==> src/rtl/procyon_mhq_pkg.sv <==
// Shared definitions for the Miss Handling Queue.
//   - LSU function encodings (only defined here if the surrounding codebase
//     has not already provided them)
//   - fill FSM state enum
//   - MHQ entry record
//   - byte-mask to bit-mask expansion helper
// No ports; imported by procyon_mhq and used by procyon_mhq_lookup.

`ifndef PCYN_LSU_FUNC_WIDTH
`define PCYN_LSU_FUNC_WIDTH 4
`define PCYN_LSU_FUNC_LB    4'b0000
`define PCYN_LSU_FUNC_LH    4'b0001
`define PCYN_LSU_FUNC_LW    4'b0010
`define PCYN_LSU_FUNC_LBU   4'b0011
`define PCYN_LSU_FUNC_LHU   4'b0100
`define PCYN_LSU_FUNC_SB    4'b0101
`define PCYN_LSU_FUNC_SH    4'b0110
`define PCYN_LSU_FUNC_SW    4'b0111
`define PCYN_LSU_FUNC_FENCE 4'b1000
`endif

package procyon_mhq_pkg;

    localparam int MHQ_ADDR_WIDTH = 32;
    localparam int MHQ_LINE_SIZE  = 32;
    localparam int MHQ_LINE_WIDTH = MHQ_LINE_SIZE * 8;

    typedef enum logic [1:0] {
        MHQ_STATE_IDLE = 2'b00,
        MHQ_STATE_REQ  = 2'b01,
        MHQ_STATE_FILL = 2'b10
    } mhq_state_t;

    // One outstanding line miss. mask marks bytes written by merged stores;
    // data is only meaningful where mask is set.
    typedef struct packed {
        logic                      valid;
        logic [MHQ_ADDR_WIDTH-1:0] addr;
        logic [MHQ_LINE_WIDTH-1:0] data;
        logic [MHQ_LINE_SIZE-1:0]  mask;
        logic                      dirty;
    } mhq_entry_t;

    // Widen a per-byte mask into a per-bit mask for the line.
    function automatic logic [MHQ_LINE_WIDTH-1:0] mhq_expand_mask(
        input logic [MHQ_LINE_SIZE-1:0] byte_mask
    );
        logic [MHQ_LINE_WIDTH-1:0] bit_mask;
        bit_mask = '0;
        for (int i = 0; i < MHQ_LINE_SIZE; i++) begin
            bit_mask[i*8 +: 8] = {8{byte_mask[i]}};
        end
        return bit_mask;
    endfunction

endpackage

==> src/rtl/procyon_mhq_lookup.sv <==
// Combinational lookup datapath for one LSU op against the MHQ.
// Ports:
//   i_entry_valid / i_entry_addr : per-entry valid bits and line addresses
//   i_addr, i_lsu_func, i_data   : the op's byte address, LSU function, store data
//   o_line_addr                  : op address with line offset cleared
//   o_match                      : one-hot (at most) vector of matching valid entries
//   o_hit_idx                    : index of the matching entry (0 if none)
//   o_byte_mask                  : bytes of the line written by the op (SB/SH/SW)
//   o_line_data                  : store data shifted to its byte offset in the line

module procyon_mhq_lookup #(
    parameter  OPTN_DATA_WIDTH    = 32,
    parameter  OPTN_ADDR_WIDTH    = 32,
    parameter  OPTN_DC_LINE_SIZE  = 32,
    parameter  OPTN_MHQ_DEPTH     = 4,
    parameter  OPTN_MHQ_IDX_WIDTH = 2,
    localparam DC_LINE_WIDTH      = OPTN_DC_LINE_SIZE * 8
) (
    input  logic [OPTN_MHQ_DEPTH-1:0]       i_entry_valid,
    input  logic [OPTN_ADDR_WIDTH-1:0]      i_entry_addr [OPTN_MHQ_DEPTH],
    input  logic [OPTN_ADDR_WIDTH-1:0]      i_addr,
    input  logic [`PCYN_LSU_FUNC_WIDTH-1:0] i_lsu_func,
    input  logic [OPTN_DATA_WIDTH-1:0]      i_data,
    output logic [OPTN_ADDR_WIDTH-1:0]      o_line_addr,
    output logic [OPTN_MHQ_DEPTH-1:0]       o_match,
    output logic [OPTN_MHQ_IDX_WIDTH-1:0]   o_hit_idx,
    output logic [OPTN_DC_LINE_SIZE-1:0]    o_byte_mask,
    output logic [DC_LINE_WIDTH-1:0]        o_line_data
);

    localparam OFFSET_WIDTH = $clog2(OPTN_DC_LINE_SIZE);
    localparam DATA_BYTES   = OPTN_DATA_WIDTH / 8;

    logic [OFFSET_WIDTH-1:0] offset;
    logic [DATA_BYTES-1:0]   size_mask;

    assign offset      = i_addr[OFFSET_WIDTH-1:0];
    assign o_line_addr = {i_addr[OPTN_ADDR_WIDTH-1:OFFSET_WIDTH], {OFFSET_WIDTH{1'b0}}};

    genvar gi;
    generate
        for (gi = 0; gi < OPTN_MHQ_DEPTH; gi++) begin : gen_match
            assign o_match[gi] = i_entry_valid[gi] & (i_entry_addr[gi] == o_line_addr);
        end
    endgenerate

    // Line addresses in the queue are unique, so at most one bit is set.
    always_comb begin
        o_hit_idx = '0;
        for (int i = 0; i < OPTN_MHQ_DEPTH; i++) begin
            if (o_match[i]) begin
                o_hit_idx = OPTN_MHQ_IDX_WIDTH'(i);
            end
        end
    end

    always_comb begin
        size_mask = '1;
        case (i_lsu_func)
            `PCYN_LSU_FUNC_SB: size_mask = DATA_BYTES'(1);
            `PCYN_LSU_FUNC_SH: size_mask = DATA_BYTES'(3);
            default:           size_mask = '1;
        endcase
    end

    // Ops are naturally aligned, so the shifted mask never crosses the line.
    assign o_byte_mask = {{(OPTN_DC_LINE_SIZE-DATA_BYTES){1'b0}}, size_mask} << offset;
    assign o_line_data = {{(DC_LINE_WIDTH-OPTN_DATA_WIDTH){1'b0}}, i_data} << {offset, 3'b000};

endmodule

==> src/rtl/procyon_mhq.sv <==
// Miss Handling Queue: FIFO of outstanding D$ line misses.
// Ports:
//   clk, n_rst                : clock, synchronous active-low reset
//   i_mhq_lookup_*            : LSU D1 op (valid, dc_hit, addr, func, data, we)
//   o_mhq_lookup_retry/_tag   : registered response, valid the cycle after lookup
//   o_mhq_fill_*              : one-cycle fill of the merged head line to the LSU
//   o_ccu_en/_addr            : level line-read request to the CCU
//   i_ccu_done/_data          : CCU completion pulse with line data

module procyon_mhq
    import procyon_mhq_pkg::*;
#(
    parameter  OPTN_DATA_WIDTH    = 32,
    parameter  OPTN_ADDR_WIDTH    = MHQ_ADDR_WIDTH,
    parameter  OPTN_DC_LINE_SIZE  = MHQ_LINE_SIZE,
    parameter  OPTN_MHQ_DEPTH     = 4,
    parameter  OPTN_MHQ_IDX_WIDTH = 2,
    localparam DC_LINE_WIDTH      = OPTN_DC_LINE_SIZE * 8
) (
    input  logic                            clk,
    input  logic                            n_rst,
    input  logic                            i_mhq_lookup_valid,
    input  logic                            i_mhq_lookup_dc_hit,
    input  logic [OPTN_ADDR_WIDTH-1:0]      i_mhq_lookup_addr,
    input  logic [`PCYN_LSU_FUNC_WIDTH-1:0] i_mhq_lookup_lsu_func,
    input  logic [OPTN_DATA_WIDTH-1:0]      i_mhq_lookup_data,
    input  logic                            i_mhq_lookup_we,
    output logic                            o_mhq_lookup_retry,
    output logic [OPTN_MHQ_IDX_WIDTH-1:0]   o_mhq_lookup_tag,
    output logic                            o_mhq_fill_en,
    output logic [OPTN_ADDR_WIDTH-1:0]      o_mhq_fill_addr,
    output logic [OPTN_MHQ_IDX_WIDTH-1:0]   o_mhq_fill_tag,
    output logic [DC_LINE_WIDTH-1:0]        o_mhq_fill_data,
    output logic                            o_mhq_fill_dirty,
    output logic                            o_ccu_en,
    output logic [OPTN_ADDR_WIDTH-1:0]      o_ccu_addr,
    input  logic                            i_ccu_done,
    input  logic [DC_LINE_WIDTH-1:0]        i_ccu_data
);

    mhq_entry_t                    entry_reg [OPTN_MHQ_DEPTH];
    mhq_state_t                    state_reg;
    logic [OPTN_MHQ_IDX_WIDTH-1:0] head_reg;
    logic [OPTN_MHQ_IDX_WIDTH-1:0] tail_reg;
    logic [OPTN_MHQ_IDX_WIDTH:0]   count_reg;
    logic [DC_LINE_WIDTH-1:0]      fill_buf_reg;
    logic                          retry_reg;
    logic [OPTN_MHQ_IDX_WIDTH-1:0] tag_reg;

    logic [OPTN_MHQ_DEPTH-1:0]     entry_valid;
    logic [OPTN_ADDR_WIDTH-1:0]    entry_addr [OPTN_MHQ_DEPTH];
    mhq_entry_t                    head_entry;

    logic [OPTN_ADDR_WIDTH-1:0]    lk_line_addr;
    logic [OPTN_MHQ_DEPTH-1:0]     lk_match;
    logic [OPTN_MHQ_IDX_WIDTH-1:0] lk_hit_idx;
    logic [OPTN_DC_LINE_SIZE-1:0]  lk_byte_mask;
    logic [DC_LINE_WIDTH-1:0]      lk_line_data;
    logic [DC_LINE_WIDTH-1:0]      lk_bit_mask;
    logic [DC_LINE_WIDTH-1:0]      head_bit_mask;

    logic lk_act;
    logic lk_hit;
    logic head_fill_hit;
    logic full;
    logic alloc_en;
    logic merge_en;
    logic deq_en;
    logic retry_next;
    logic [OPTN_MHQ_IDX_WIDTH-1:0] tag_next;

    genvar gi;
    generate
        for (gi = 0; gi < OPTN_MHQ_DEPTH; gi++) begin : gen_entry_view
            assign entry_valid[gi] = entry_reg[gi].valid;
            assign entry_addr[gi]  = entry_reg[gi].addr;
        end
    endgenerate

    assign head_entry = entry_reg[head_reg];

    procyon_mhq_lookup #(
        .OPTN_DATA_WIDTH    (OPTN_DATA_WIDTH),
        .OPTN_ADDR_WIDTH    (OPTN_ADDR_WIDTH),
        .OPTN_DC_LINE_SIZE  (OPTN_DC_LINE_SIZE),
        .OPTN_MHQ_DEPTH     (OPTN_MHQ_DEPTH),
        .OPTN_MHQ_IDX_WIDTH (OPTN_MHQ_IDX_WIDTH)
    ) u_lookup (
        .i_entry_valid (entry_valid),
        .i_entry_addr  (entry_addr),
        .i_addr        (i_mhq_lookup_addr),
        .i_lsu_func    (i_mhq_lookup_lsu_func),
        .i_data        (i_mhq_lookup_data),
        .o_line_addr   (lk_line_addr),
        .o_match       (lk_match),
        .o_hit_idx     (lk_hit_idx),
        .o_byte_mask   (lk_byte_mask),
        .o_line_data   (lk_line_data)
    );

    assign lk_bit_mask   = mhq_expand_mask(lk_byte_mask);
    assign head_bit_mask = mhq_expand_mask(head_entry.mask);

    assign lk_act = i_mhq_lookup_valid & ~i_mhq_lookup_dc_hit;
    assign lk_hit = |lk_match;
    assign full   = (count_reg == (OPTN_MHQ_IDX_WIDTH+1)'(OPTN_MHQ_DEPTH));
    assign deq_en = (state_reg == MHQ_STATE_FILL);

    // The head line is being handed to the LSU this cycle; a merge now would
    // be lost, so the op must replay and find the line in the cache.
    assign head_fill_hit = lk_hit & (lk_hit_idx == head_reg) & (state_reg == MHQ_STATE_FILL);

    // Fullness uses the current count: a same-cycle dequeue frees nothing yet.
    assign alloc_en   = lk_act & ~lk_hit & ~full;
    assign merge_en   = lk_act & lk_hit & ~head_fill_hit & i_mhq_lookup_we;
    assign retry_next = lk_act & (head_fill_hit | (~lk_hit & full));
    assign tag_next   = (lk_act & ~retry_next) ? (lk_hit ? lk_hit_idx : tail_reg) : '0;

    always_ff @(posedge clk) begin
        if (!n_rst) begin
            for (int i = 0; i < OPTN_MHQ_DEPTH; i++) begin
                entry_reg[i] <= '0;
            end
        end else begin
            for (int i = 0; i < OPTN_MHQ_DEPTH; i++) begin
                if (alloc_en && (tail_reg == OPTN_MHQ_IDX_WIDTH'(i))) begin
                    entry_reg[i].valid <= 1'b1;
                    entry_reg[i].addr  <= lk_line_addr;
                    entry_reg[i].data  <= i_mhq_lookup_we ? (lk_line_data & lk_bit_mask) : '0;
                    entry_reg[i].mask  <= i_mhq_lookup_we ? lk_byte_mask : '0;
                    entry_reg[i].dirty <= i_mhq_lookup_we;
                end else if (merge_en && (lk_hit_idx == OPTN_MHQ_IDX_WIDTH'(i))) begin
                    entry_reg[i].data  <= (entry_reg[i].data & ~lk_bit_mask) | (lk_line_data & lk_bit_mask);
                    entry_reg[i].mask  <= entry_reg[i].mask | lk_byte_mask;
                    entry_reg[i].dirty <= 1'b1;
                end else if (deq_en && (head_reg == OPTN_MHQ_IDX_WIDTH'(i))) begin
                    entry_reg[i].valid <= 1'b0;
                end
            end
        end
    end

    always_ff @(posedge clk) begin
        if (!n_rst) begin
            state_reg    <= MHQ_STATE_IDLE;
            head_reg     <= '0;
            tail_reg     <= '0;
            count_reg    <= '0;
            fill_buf_reg <= '0;
            retry_reg    <= 1'b0;
            tag_reg      <= '0;
        end else begin
            retry_reg <= retry_next;
            tag_reg   <= tag_next;
            if (alloc_en) begin
                tail_reg <= tail_reg + 1'b1;
            end
            if (deq_en) begin
                head_reg <= head_reg + 1'b1;
            end
            count_reg <= count_reg + {{OPTN_MHQ_IDX_WIDTH{1'b0}}, alloc_en}
                                   - {{OPTN_MHQ_IDX_WIDTH{1'b0}}, deq_en};
            case (state_reg)
                MHQ_STATE_IDLE: begin
                    if (head_entry.valid) begin
                        state_reg <= MHQ_STATE_REQ;
                    end
                end
                MHQ_STATE_REQ: begin
                    if (i_ccu_done) begin
                        fill_buf_reg <= i_ccu_data;
                        state_reg    <= MHQ_STATE_FILL;
                    end
                end
                MHQ_STATE_FILL: begin
                    state_reg <= MHQ_STATE_IDLE;
                end
                default: begin
                    state_reg <= MHQ_STATE_IDLE;
                end
            endcase
        end
    end

    assign o_mhq_lookup_retry = retry_reg;
    assign o_mhq_lookup_tag   = tag_reg;

    assign o_ccu_en   = (state_reg == MHQ_STATE_REQ);
    assign o_ccu_addr = o_ccu_en ? head_entry.addr : '0;

    // Store bytes collected while the miss was pending override CCU data.
    assign o_mhq_fill_en    = deq_en;
    assign o_mhq_fill_addr  = deq_en ? head_entry.addr : '0;
    assign o_mhq_fill_tag   = deq_en ? head_reg : '0;
    assign o_mhq_fill_data  = deq_en ? ((fill_buf_reg & ~head_bit_mask) | (head_entry.data & head_bit_mask)) : '0;
    assign o_mhq_fill_dirty = deq_en & head_entry.dirty;

endmodule

==> config.mk <==
export PLATFORM = sky130hd
export DESIGN_NAME = procyon_mhq
export DESIGN_NICKNAME = d
export VERILOG_FILES = /design/src/rtl/procyon_mhq_pkg.sv /design/src/rtl/procyon_mhq_lookup.sv /design/src/rtl/procyon_mhq.sv
export SDC_FILE = /design/constraint.sdc
export NUM_CORES = 2
export LEC_CHECK = 0
export ABC_CLOCK_PERIOD_IN_PS = 24400
export CAP_MARGIN = 25
export CORE_MARGIN = 3
export CORE_UTILIZATION = 47
export DETAILED_ROUTE_END_ITERATION = 6
export GPL_TIMING_DRIVEN = 0
export PLACE_DENSITY = 0.67
export SYNTH_ARGS = -nofsm -noshare
export SYNTH_HDL_FRONTEND = slang
export SYNTH_SLANG_ARGS = --single-unit
export TNS_END_PERCENT = 100
==> constraint.sdc <==
create_clock -name clk -period 24.4 [get_ports clk]
set_clock_uncertainty 0.1 [all_clocks]
set_input_delay 3.66 -clock clk [delete_from_list [all_inputs] [get_ports clk]]
set_output_delay 3.66 -clock clk [all_outputs]
set_load 0.02 [all_outputs]
==> results_dict.tcl <==
set metrics [dict create \
    tightest_slew_ps 1560 \
    hold_ws_ps 361 \
    fin_util_pct 58.0 \
    ir_drop_uv 80.1 \
    cp_common_cell "clkbuf_1" \
    vias_per_cell 6.61 \
    worstSetupStartpointType "register" \
    ctsResizeCount 0 \
    clkTransAtPathRegs_ps 60 \
    relSlewSlack_pct -3.74 \
    topRoutingLayerUsed "met5" \
    finalWirelength_um 322000 \
    detail_route.drc_violations 1 \
    antenna_found_initial 27 \
    die_y_um 411 \
    drv_cap 0 \
    yosysWarnings 0 \
    initial_utilization_pct 47.7 \
    nets 7687 \
    synth_edf_count 1268 \
    synth_cell_types 66 \
    min-delay-start "fill_buf_reg[191]" \
    setup_tns_ps 0 \
    drtIter0Drc 10706 \
    min_path_type "reg -> reg" \
    synth_largest_area_cell "edfxtp_1" \
    routed-wl-met3_um 50000 \
    antenna_left 0 \
    critPathMaxFanout 10 \
    worst_setup_path_end_kind "output pin" \
    clk_path_buf_depth 3 \
    reg2reg_slack_ps 18150 \
    layout_min_cycle_time_ps 9380 \
    synth_top_area_share_pct 49.4 \
    avgSynthCellArea_um2 12.0 \
    place_area_mm2 0.0880 \
    std_cell_rows 147 \
    htree_levels 4 \
    met1Wirelength_um 113000 \
    min_to "fill_buf_reg[191]" \
    layout_common_cells "1268 x edfxtp_1, 732 x nand2_1, 618 x clkdlybuf4s50_1" \
    multi_input_area_mm2 0.0309 \
    dpl.cell_count 9313 \
    die_x_um 411 \
    cts_root_buf "clkbuf_16" \
    max_stage_delay_ps 850 \
    status "finished, violations left" \
    syn_inst 6409 \
    yosysSeqAreaShare_pct 56.4 \
    coreArea_mm2 0.162 \
    cts_tree "done" \
    final.fill_count 13389 \
    critical_path_class "reg -> out" \
    grt_pass1_wl_um 448000 \
    postCtsHoldBufs 0 \
    wl_per_cell_um 33.2 \
    final_common_cell "edfxtp_1" \
    violations "DRC, slew limit" \
    grtUsageTotal_pct 37.0 \
    p_per_area_mw_per_mm2 67.9 \
    port_buffers 618 \
    crit_chain "clkbuf_1, clkbuf_1, mux4_2, clkbuf_1, mux2i_1, nor2_1, clkdlybuf4s50_1" \
    ios 658 \
    gp_congestion 1.04 \
    syn_to_final_growth_pct 21.8 \
    insertion_delay_ps 830 \
    synth_seq_cells 1538 \
    rr_startpoint "entry_reg[3][306]" \
    dr_total_vias 63966 \
    seq_area_mm2 0.0435 \
    critical-path-top-delay-family "buffers and inverters" \
    place_hpwl_um 236000 \
    grt_overflow 0 \
    rsz0062_at_grt "no" \
    worstPathArrival_ps 5620 \
    reg2reg_depth 13 \
    fin_area_mm2 0.0938 \
    fmax_mhz 107 \
    synthArstFlopShare_pct 0 \
    finalHoldViolCount 0 \
    wl_met2_um 135000 \
    p_leak_nw 30.1 \
    clock_sinks 1538 \
    min_period_over_period_pct 38.5 \
    firstDrtPassIters 7 \
    design.die.area_mm2 0.169 \
    final-max-slew-violation-count 4 \
    first_global_vias 61061 \
    cp_num_buf_inv 4 \
    synth_ff_type "edfxtp_1" \
    cts_setup_buffers 0 \
    stdcell_count 9676 \
    cts_buffers 167 \
    setup_viol 0 \
    critical-path-slowest-cell "clkbuf_1" \
    post_route_cells_drive_above_1_share_pct 11.5 \
    holdPathStages 2 \
    netlist_top_cells_area "edfxtp_1 49%, mux4_2 9.3%, dfxtp_1 7.0%" \
    grt_max_degree 56 \
    synthesis.area_mm2 0.0770 \
    worstPathRequired_ps 20640 \
]
-- report_power, final --
part           internal [W]  switching (W)
Sequential          0.00297      0.0000688
Clock               0.00147        0.00112
Combinational      0.000256       0.000487
-- worst max-delay path by stage --
stage                           end  slack (ps)  cells after the start
2_1_floorplan       entry_reg[0][0]        9470                      9
3_3_place_gp       entry_reg[0][86]        1550                      9
3_5_place_dp               register       15140                     14
4_1_cts        o_mhq_fill_data[248]       15080                      7
5_1_grt        o_mhq_fill_data[248]       14990                      7
6_report       o_mhq_fill_data[248]       15020                      7
-- routing by layer --
layer	vias to the layer above	global-route usage (%)
met3	940	15.3
met1	31483	47.3
li1	26301	-
met2	5230	52.0
met4	12	23.3
met5	-	0
-- cells by family after synthesis --
family          after synthesis  share of synthesized area, %
other cells                   1                       0.00487
mux                         601                          13.0
simple gates               2166                          12.7
fa+ha+maj                    12                         0.205
compound gates             1309                          12.7
xor+xnor                    114                          1.33
flops                      1538                          56.4
buf+inv                     668                          3.71
-- through the flow --
stage                     setup slack (ps)  total power [W]
after detailed placement             15140          0.00379
after global routing                 14990          0.00649
after CTS                            15080          0.00632
after global placement                1550          0.00380
final                                15020          0.00637
after floorplan                       9470          0.00344
-- synthesized netlist by cell type, types with 19 or more instances --
library cell  count
o2bb2ai_1        81
buf_2            59
nor3_1          241
buf_4            23
mux2i_1         284
nand2_1         734
xor2_1           37
a22o_1          113
nand4_1          27
inv_1            21
o21ai_1          43
a21oi_1         141
nand3_1         302
nand2b_1         23
buf_1            54
and2_1          190
or2_2            22
edfxtp_1       1268
mux4_2          317
dfxtp_1         270
clkbuf_1        484
nor2_1          536
a22oi_1          29
a32o_1          314
xnor2_1          73
a21boi_0        257
o21ai_0         263
o22a_1           19
buf_6            21
nor4_1           24
-- layout make-up --
class	count	share of cell area, %
Buffer	643	2.95
Multi-Input combinational cell	4212	32.9
Clock inverter	86	0.964
Antenna cell	34	0.0907
Timing Repair Buffer	758	8.91
Inverter	25	0.108
Sequential cell	1538	46.4
Tap cell	2160	2.88
Clock buffer	220	4.82
-- tightest hold or removal path, delay by kind of cell (launching register included) --
family | cells | cell delay [ps]
AO/OA/AOI/OAI | 1 | 60
flip-flops | 1 | 300
AND/OR/NAND/NOR | 1 | 40
No activity file was read; power rests on OpenSTA's default activity.
